==> src/rtl/pwm_pkg.sv <==
// Shared definitions for the PWM duty decoder: default widths, FSM state codes
// and stuck-input codes.
package pwm_pkg;

  localparam int unsigned CNT_W_DEF  = 16;
  localparam int unsigned DUTY_W_DEF = 8;

  typedef logic [1:0] state_t;
  localparam state_t S_SEEK = 2'd0;
  localparam state_t S_HIGH = 2'd1;
  localparam state_t S_LOW  = 2'd2;

  typedef logic [1:0] stuck_t;
  localparam stuck_t STUCK_NONE = 2'd0;
  localparam stuck_t STUCK_LO   = 2'd1;
  localparam stuck_t STUCK_HI   = 2'd2;

endpackage

==> src/rtl/pwm_frac_divider.sv <==
// Restoring divider producing floor(dividend * 2^DUTY_W / divisor), one quotient
// bit per cycle. Caller guarantees dividend < divisor and divisor != 0.
module pwm_frac_divider
  import pwm_pkg::*;
#(
  parameter int unsigned CNT_W  = CNT_W_DEF,
  parameter int unsigned DUTY_W = DUTY_W_DEF
) (
  input  logic              clk,
  input  logic              rst_n,
  input  logic              abort,
  input  logic              start,
  input  logic [CNT_W-1:0]  dividend,
  input  logic [CNT_W-1:0]  divisor,
  output logic              busy,
  output logic              done,
  output logic [DUTY_W-1:0] quotient
);

  localparam int unsigned IW = $clog2(DUTY_W + 1);

  logic [CNT_W-1:0]  rem;
  logic [CNT_W-1:0]  div;
  logic [IW-1:0]     iter;
  logic [CNT_W:0]    rem_sh;
  logic [CNT_W:0]    diff;
  logic              ge;

  // Since dividend < divisor, the upper half of dividend<<DUTY_W is the starting
  // remainder; only zeros shift in. rem_sh < 2*div, so the borrow bit alone
  // tells whether the subtraction fits.
  always_comb begin
    rem_sh = {rem, 1'b0};
    diff   = rem_sh - {1'b0, div};
    ge     = ~diff[CNT_W];
  end

  always_ff @(posedge clk) begin
    if (!rst_n) begin
      rem      <= '0;
      div      <= '0;
      iter     <= '0;
      busy     <= 1'b0;
      done     <= 1'b0;
      quotient <= '0;
    end else if (abort) begin
      busy <= 1'b0;
      done <= 1'b0;
    end else begin
      done <= 1'b0;
      if (busy) begin
        rem      <= ge ? diff[CNT_W-1:0] : rem_sh[CNT_W-1:0];
        quotient <= {quotient[DUTY_W-2:0], ge};
        iter     <= iter - 1'b1;
        if (iter == IW'(1)) begin
          busy <= 1'b0;
          done <= 1'b1;
        end
      end else if (start) begin
        rem      <= dividend;
        div      <= divisor;
        quotient <= '0;
        iter     <= IW'(DUTY_W);
        busy     <= 1'b1;
      end
    end
  end

endmodule

==> src/rtl/pwm_duty_decoder.sv <==
// Measures an incoming PWM waveform (high time and rise-to-rise period) and
// recovers its duty code; flags inputs stuck high or low.
module pwm_duty_decoder
  import pwm_pkg::*;
#(
  parameter int unsigned CNT_W   = CNT_W_DEF,
  parameter int unsigned DUTY_W  = DUTY_W_DEF,
  parameter int unsigned TIMEOUT = 65535
) (
  input  logic              clk,
  input  logic              rst_n,
  input  logic              ena,
  input  logic              pwm_in,
  output logic [DUTY_W-1:0] duty_out,
  output logic [CNT_W-1:0]  high_out,
  output logic [CNT_W-1:0]  period_out,
  output logic              meas_valid,
  output logic              stuck_hi,
  output logic              stuck_lo,
  output logic              overrun
);

  localparam logic [CNT_W-1:0] CNT_MAX  = '1;
  localparam logic [CNT_W-1:0] IDLE_LIM = CNT_W'(TIMEOUT);

  logic              s1, s2, s3;
  logic              rise, fall, edge_det;
  state_t            state;
  stuck_t            stuck;
  logic [CNT_W-1:0]  hi_cnt, per_cnt, idle_cnt;
  logic [CNT_W-1:0]  pend_hi, pend_per;
  logic [DUTY_W-1:0] duty_q, div_q;
  logic              div_start, div_busy, div_done, timeout;

  always_comb begin
    rise      = s2 & ~s3;
    fall      = ~s2 & s3;
    edge_det  = rise | fall;
    // An edge in the same cycle always beats the timeout.
    timeout   = (state != S_SEEK) && !edge_det &&
                ((idle_cnt >= IDLE_LIM) || (per_cnt == CNT_MAX));
    div_start = ena && (state == S_LOW) && rise && !div_busy;
    stuck_hi  = (stuck == STUCK_HI);
    stuck_lo  = (stuck == STUCK_LO);
    if (stuck == STUCK_HI)      duty_out = '1;
    else if (stuck == STUCK_LO) duty_out = '0;
    else                        duty_out = duty_q;
  end

  pwm_frac_divider #(
    .CNT_W  (CNT_W),
    .DUTY_W (DUTY_W)
  ) u_div (
    .clk      (clk),
    .rst_n    (rst_n),
    .abort    (~ena),
    .start    (div_start),
    .dividend (hi_cnt),
    .divisor  (per_cnt),
    .busy     (div_busy),
    .done     (div_done),
    .quotient (div_q)
  );

  always_ff @(posedge clk) begin
    if (!rst_n) begin
      s1         <= 1'b0;
      s2         <= 1'b0;
      s3         <= 1'b0;
      state      <= S_SEEK;
      stuck      <= STUCK_NONE;
      hi_cnt     <= '0;
      per_cnt    <= '0;
      idle_cnt   <= '0;
      pend_hi    <= '0;
      pend_per   <= '0;
      duty_q     <= '0;
      high_out   <= '0;
      period_out <= '0;
      meas_valid <= 1'b0;
      overrun    <= 1'b0;
    end else begin
      s1         <= pwm_in;
      s2         <= s1;
      s3         <= s2;
      meas_valid <= 1'b0;
      if (!ena) begin
        state    <= S_SEEK;
        idle_cnt <= '0;
      end else begin
        if (div_done) begin
          meas_valid <= 1'b1;
          duty_q     <= div_q;
          high_out   <= pend_hi;
          period_out <= pend_per;
          overrun    <= 1'b0;
        end
        if (edge_det) stuck <= STUCK_NONE;
        if (edge_det || state == S_SEEK) idle_cnt <= '0;
        else if (idle_cnt != CNT_MAX)    idle_cnt <= idle_cnt + 1'b1;

        if (timeout) begin
          state <= S_SEEK;
          stuck <= s2 ? STUCK_HI : STUCK_LO;
        end else begin
          case (state)
            S_SEEK: begin
              if (rise) begin
                state   <= S_HIGH;
                hi_cnt  <= CNT_W'(1);
                per_cnt <= CNT_W'(1);
              end
            end
            S_HIGH: begin
              if (per_cnt != CNT_MAX) per_cnt <= per_cnt + 1'b1;
              if (fall) state <= S_LOW;
              else if (hi_cnt != CNT_MAX) hi_cnt <= hi_cnt + 1'b1;
            end
            S_LOW: begin
              if (rise) begin
                // Later assignment lets a new overrun win over a same-cycle clear.
                if (div_busy) overrun <= 1'b1;
                else begin
                  pend_hi  <= hi_cnt;
                  pend_per <= per_cnt;
                end
                hi_cnt  <= CNT_W'(1);
                per_cnt <= CNT_W'(1);
                state   <= S_HIGH;
              end else if (per_cnt != CNT_MAX) begin
                per_cnt <= per_cnt + 1'b1;
              end
            end
            default: state <= S_SEEK;
          endcase
        end
      end
    end
  end

endmodule

==> config.mk <==
export PLATFORM = sky130hd
export DESIGN_NAME = pwm_duty_decoder
export DESIGN_NICKNAME = d
export VERILOG_FILES = /design/src/rtl/pwm_pkg.sv /design/src/rtl/pwm_frac_divider.sv /design/src/rtl/pwm_duty_decoder.sv
export SDC_FILE = /design/constraint.sdc
export NUM_CORES = 1
export LEC_CHECK = 0
export BUFFER_PORTS_ARGS = -buffer_cell sky130_fd_sc_hd__buf_2
export CAP_MARGIN = 5
export CELL_PAD_IN_SITES_DETAIL_PLACEMENT = 0
export CELL_PAD_IN_SITES_GLOBAL_PLACEMENT = 1
export CORE_ASPECT_RATIO = 1.25
export CORE_MARGIN = 4
export CORE_UTILIZATION = 45
export CTS_BUF_LIST = sky130_fd_sc_hd__clkbuf_4 sky130_fd_sc_hd__clkbuf_8 sky130_fd_sc_hd__clkbuf_16
export DETAILED_ROUTE_END_ITERATION = 16
export PLACE_DENSITY = 0.8
export SLEW_MARGIN = 20
export SYNTH_ARGS = -nofsm -noshare
export SYNTH_HDL_FRONTEND = slang
export SYNTH_SLANG_ARGS = --single-unit
==> constraint.sdc <==
create_clock -name clk -period 8.4 [get_ports clk]
set_input_delay 1.68 -clock clk [delete_from_list [all_inputs] [get_ports clk]]
set_output_delay 1.68 -clock clk [all_outputs]
set_load 0.02 [all_outputs]
# ---- Word-level counts from Yosys, hierarchy flattened
# Cells that the tools add are included.
dict set report word_totals {
  register_bits 175
  in_bits 4
  output_inout_bits 44
  word_cells 111
}
dict set report classes {
  addsub 5
  magnitude_cmp 1
  eq_ne 14
  mux 32
  n_bitwise 10
  reduce_logical 28
}
# operator count
set ops {}
lappend ops {{$mux W16} 8}
lappend ops {{$add A16 B1 Y16 const B} 3}
lappend ops {{$ne A16 B16 Y1 const B} 3}
lappend ops {{$pmux W16 S3} 1}
lappend ops {{$mux W8} 4}
lappend ops {{$pmux W16 S2} 1}
lappend ops {{$sub A17 B16 Y17} 1}
lappend ops {{$eq A16 B16 Y1 const B} 1}
lappend ops {{$ge A16 B16 Y1 const B} 1}
lappend ops {{$mux W1} 10}
lappend ops {{$mux W2} 5}
lappend ops {{$reduce_and A2 Y1} 5}
lappend ops {{$mux W4} 2}
lappend ops {{$ne A2 B2 Y1 const B} 4}
lappend ops {{$reduce_bool A2 Y1} 4}
lappend ops {{$not A1 Y1} 7}
lappend ops {{$reduce_and A3 Y1} 2}
lappend ops {{$reduce_and A6 Y1} 1}
lappend ops {{$reduce_or A3 Y1} 2}
lappend ops {{$logic_and A1 B1 Y1} 5}
lappend ops {{$reduce_and A5 Y1} 1}
lappend ops {{$eq A2 B1 Y1 const B} 2}
lappend ops {{$eq A2 B2 Y1 const B} 2}
lappend ops {{$eq A4 B1 Y1 const B} 1}
lappend ops {{11 further kinds} 14}

# ---- Logic depth before layout (Yosys ltp)
dict set report depth {
  depth_word 8
  depth_mapped 12
  depth_no_buf 9
}

# ---- Cells and area by module
# A second synthesis with hierarchy kept.
dict set report hier_totals {
  hier_cells 1104
  hier_area_um2 8928.6
}
# mod n_inst cells_per_inst area_per_inst_um2 seq_area_each_um2
set by_module_without_submodules {}
lappend by_module_without_submodules {pwm_duty_decoder 1 701 5801.8 2582.5}
lappend by_module_without_submodules {pwm_frac_divider 1 403 3126.7 920.9}

# ---- Worst setup path after synthesis
# No wires, ideal clock.
dict set report synth_path {
  path_type {input to register}
  start {in ena}
  end {reg pend_hi[7]}
  setup_ns 0.070
  t_arrival_ns 3.018
  required_time_ns 8.330
  setup_slack_ns 5.312
  cell_stages 7
  n_path_buf 2
  cell_sequence {nand3_1 > or2_2 > clkbuf_1 > nor2_1 > clkbuf_1 > nand2_1 > a21oi_1}
}
dict set report synth_between {
  elab_chain_len 1
}
# element line
set synth_rtl {}
lappend synth_rtl {{start: declaration} pwm_duty_decoder.sv:12} ;# input logic ena,
lappend synth_rtl {{$reduce_and A5 Y1 (no line)} -}
lappend synth_rtl {{end signal: assignment} pwm_duty_decoder.sv:124} ;# pend_hi <= hi_cnt;
lappend synth_rtl {{end: declaration} pwm_duty_decoder.sv:31} ;# logic [CNT_W-1:0] pend_hi, pend_per;
# No other way between the ends.
# A chain may end at the register's enable or synchronous reset.

==> flow_metrics.tcl <==
set metrics [dict create \
    status "completed" \
    p_sw_uw 382 \
    synth_top_family_by_area "simple AND/OR/NAND/NOR gates" \
    clk_pin_slew_ns 0.07 \
    p_leak_uw 0.00343 \
    synth_top_area_cell "dfxtp_1" \
    ys_ff_latch 175 \
    synthesis.nets 1091 \
    clk_latency_ns 0.43 \
    cp_top_family "buffers and inverters" \
    hp-class "flip-flop to flip-flop" \
    min_from "s1" \
    timing.rr.end "u_div.rem[12]" \
    synth_area_sq_mm 0.00840 \
    place_congestion 0.832 \
    r2r_start "u_div.div[0]" \
    end_kind "flip-flop" \
    cp_data_required_time_ns 8.75 \
    period_share 0.454 \
    arrival_ns 4.16 \
    cts_setup_buffers 0 \
    die_h_microns 161 \
    critPathBufInv 3 \
    io_pins 48 \
    place_ws_ns 4.12 \
    diodes 0 \
    via_per_inst 5.51 \
    die-area_sq_mm 0.0209 \
    antenna_found_initial 0 \
    synth_compound_area_frac 0.190 \
    grt.busiest_layer "met2" \
    power_density_mw_per_mm2 187 \
    internal-power_uw 1350 \
    setup-violations-final 0 \
    power_frac_comb 0.016 \
    grt_use_met1 0.285 \
    numClockSinks 175 \
    path_cells "buf_2 > clkinv_2 > buf_4 > a311o_1 > o221ai_2" \
    synthFlopType "dfxtp_1" \
    hold_viol 0 \
    rows 55 \
    dp.cells 1280 \
    rsz0062_at_grt "false" \
    ant_nets 0 \
    portBuffers 47 \
    r2r_slack_ns 5.02 \
    cp_slowest_stage_delay_ns 0.80 \
    nets 1102 \
    vias 7226 \
    post-synth-top-area-fraction 0.417 \
    synthTopCellsByArea "dfxtp_1, nand2_1, a21oi_1" \
    min_path_cells 1 \
    fp.dieW_microns 130 \
    drive_above_1_share 0.103 \
    clock_path_buffers 2 \
    worst_slack_ns 4.59 \
    postPlaceCellArea_sq_mm 0.00865 \
    drv_slew 0 \
    synth_fa_ha_area_frac 0.0411 \
    grtUsageTotal 0.206 \
    avgSynthCellArea_sq_um 7.92 \
    grt_pass1_wl_microns 35100 \
    stdcell_area_sq_mm 0.00930 \
    synth_edf_count 0 \
    yosys.area_share.simple 0.237 \
    synthMuxAreaShare 0.0197 \
    seq_power_share 0.479 \
    worstPathMaxFanout 60 \
    critPathLaunchType "input port" \
    yosysUniqueCellTypes 77 \
    yosysMostFrequentCell "nand2_1" \
    setup_tns_ns 0 \
    p_sw_frac 0.220 \
    initial_utilization 0.460 \
    reg2reg_depth 9 \
    grt_pass1_vias 6811 \
    final_cells 1312 \
    wire_per_inst_microns 15.9 \
    grt_max_degree 61 \
    fin_skew_ns 0.0105 \
    synth-xor-area-share 0.0396 \
    ys_async_sr_fraction 0 \
    area_growth_pct 10.8 \
    min_to "s2" \
    syn_inst 1060 \
    cts_buffers 17 \
    yosys_warnings 0 \
    relSlewSlack 0.429 \
    setup.worst_path.start "rst_n" \
    grt_util_met3 0.0422 \
    crit_slowest_cell "clkinv_2" \
    p_clk_frac 0.505 \
    maxCapViolations 0 \
    drcViolationCount 0 \
    yosysSeqAreaShare 0.417 \
    htree_levels 4 \
    hold_buffers 0 \
    grt_overflow_total 0 \
    cts_root_buffer "clkbuf_16" \
    use_met2 0.325 \
    initialDrtViolationCount 434 \
    fmax_ghz 0.262 \
    routed_wl_microns 20900 \
    peakVddDrop_v 0.000124 \
    timing.hold.ws_ns 0.445 \
    drtPass1Iterations 5 \
    period_needed_ns 3.81 \
    worst_pin_slew_ns 0.857 \
    dp_hpwl_microns 14700 \
    cts_tree "done" \
    synthTopCellsByCount "nand2_1, dfxtp_1, a21oi_1, nor2_1, o21ai_0" \
    core_sq_mm 0.0182 \
    post_cts_resized 0 \
    critPathKind "input port to flip-flop" \
]
[power by group through the flow]
stage,clock [uW],combinational (uW),sequential [uW]
after floorplan,0,21.5,851
after global placement,0,28.1,851
after detailed placement,0,28.1,851
after CTS,893,28.1,832
after global routing,929,31.0,832
final,877,27.7,832
[layout make-up]
class                           instances  area [sq um]
Clock buffer                           18           439
Clock inverter                         14           215
Fill cell                            1772          8930
Inverter                               35           133
Multi-Input combinational cell        787          4430
Sequential cell                       175          3500
Tap cell                              228           285
Timing Repair Buffer                   55           295
[cell families (layout without fill, tap and decap cells)]
logic type	Yosys count	after routing
flops	175	175
fa+ha+maj	27	27
simple gates	444	444
compound gates	262	262
buf+inv	98	122
mux	16	16
xor+xnor	38	38
[through the flow]
stage,total power [uW],util
final,1740,0.510
after global routing,1790,0.510
after CTS,1750,0.510
after detailed placement,879,0.474
after global placement,879,0.474
after floorplan,872,-
[layout by cell type (no fill, tap or decap), types with 7 or more instances in the layout]
| cell | netlist | layout |
|---|---|---|
| a211oi_1 | 11 | 11 |
| a21oi_1 | 135 | 135 |
| a31oi_1 | 9 | 9 |
| and2_1 | 9 | 9 |
| and3_1 | 10 | 10 |
| buf_2 | 0 | 47 |
| buf_4 | 2 | 8 |
| clkbuf_16 | 0 | 17 |
| dfxtp_1 | 175 | 175 |
| ha_1 | 26 | 26 |
| inv_1 | 34 | 34 |
| mux2i_1 | 15 | 15 |
| nand2_1 | 222 | 222 |
| nand3_1 | 33 | 33 |
| nand4_1 | 11 | 11 |
| nor2_1 | 87 | 86 |
| nor2b_1 | 7 | 7 |
| nor3_1 | 20 | 20 |
| o211ai_1 | 10 | 10 |
| o21ai_0 | 45 | 45 |
| or3_1 | 10 | 10 |
| xnor2_1 | 18 | 18 |
| xor2_1 | 20 | 20 |
[layer usage]
metal,wire (microns),up-vias
met5,0,-
met1,9940,3377
li1,-,3676
met3,811,24
met2,9780,149
met4,353,0
[flip-flops by register name (all words and copies together) (netlist names)]
signal	count
high_out	16
s3	1
stuck	2
overrun	1
hi_cnt	16
pend_hi	16
duty_q	8
period_out	16
u_div.done	1
s1	1
u_div.iter	4
pend_per	16
state	2
u_div.quotient	8
u_div.busy	1
s2	1
u_div.rem	16
meas_valid	1
u_div.div	16
per_cnt	16
idle_cnt	16
[worst max-delay path by stage]
| stage | end | cells past startpoint | slack [ns] |
|---|---|---|---|
| 2_1_floorplan | pend_hi[7] | 7 | 5.31 |
| 3_3_place_gp | u_div.rem[13] | 5 | 4.17 |
| 3_5_place_dp | u_div.rem[13] | 5 | 4.12 |
| 4_1_cts | u_div.rem[13] | 5 | 4.57 |
| 5_1_grt | u_div.rem[13] | 5 | 4.36 |
| 6_report | u_div.rem[13] | 5 | 4.59 |
(Power assumes the default switching activity.)
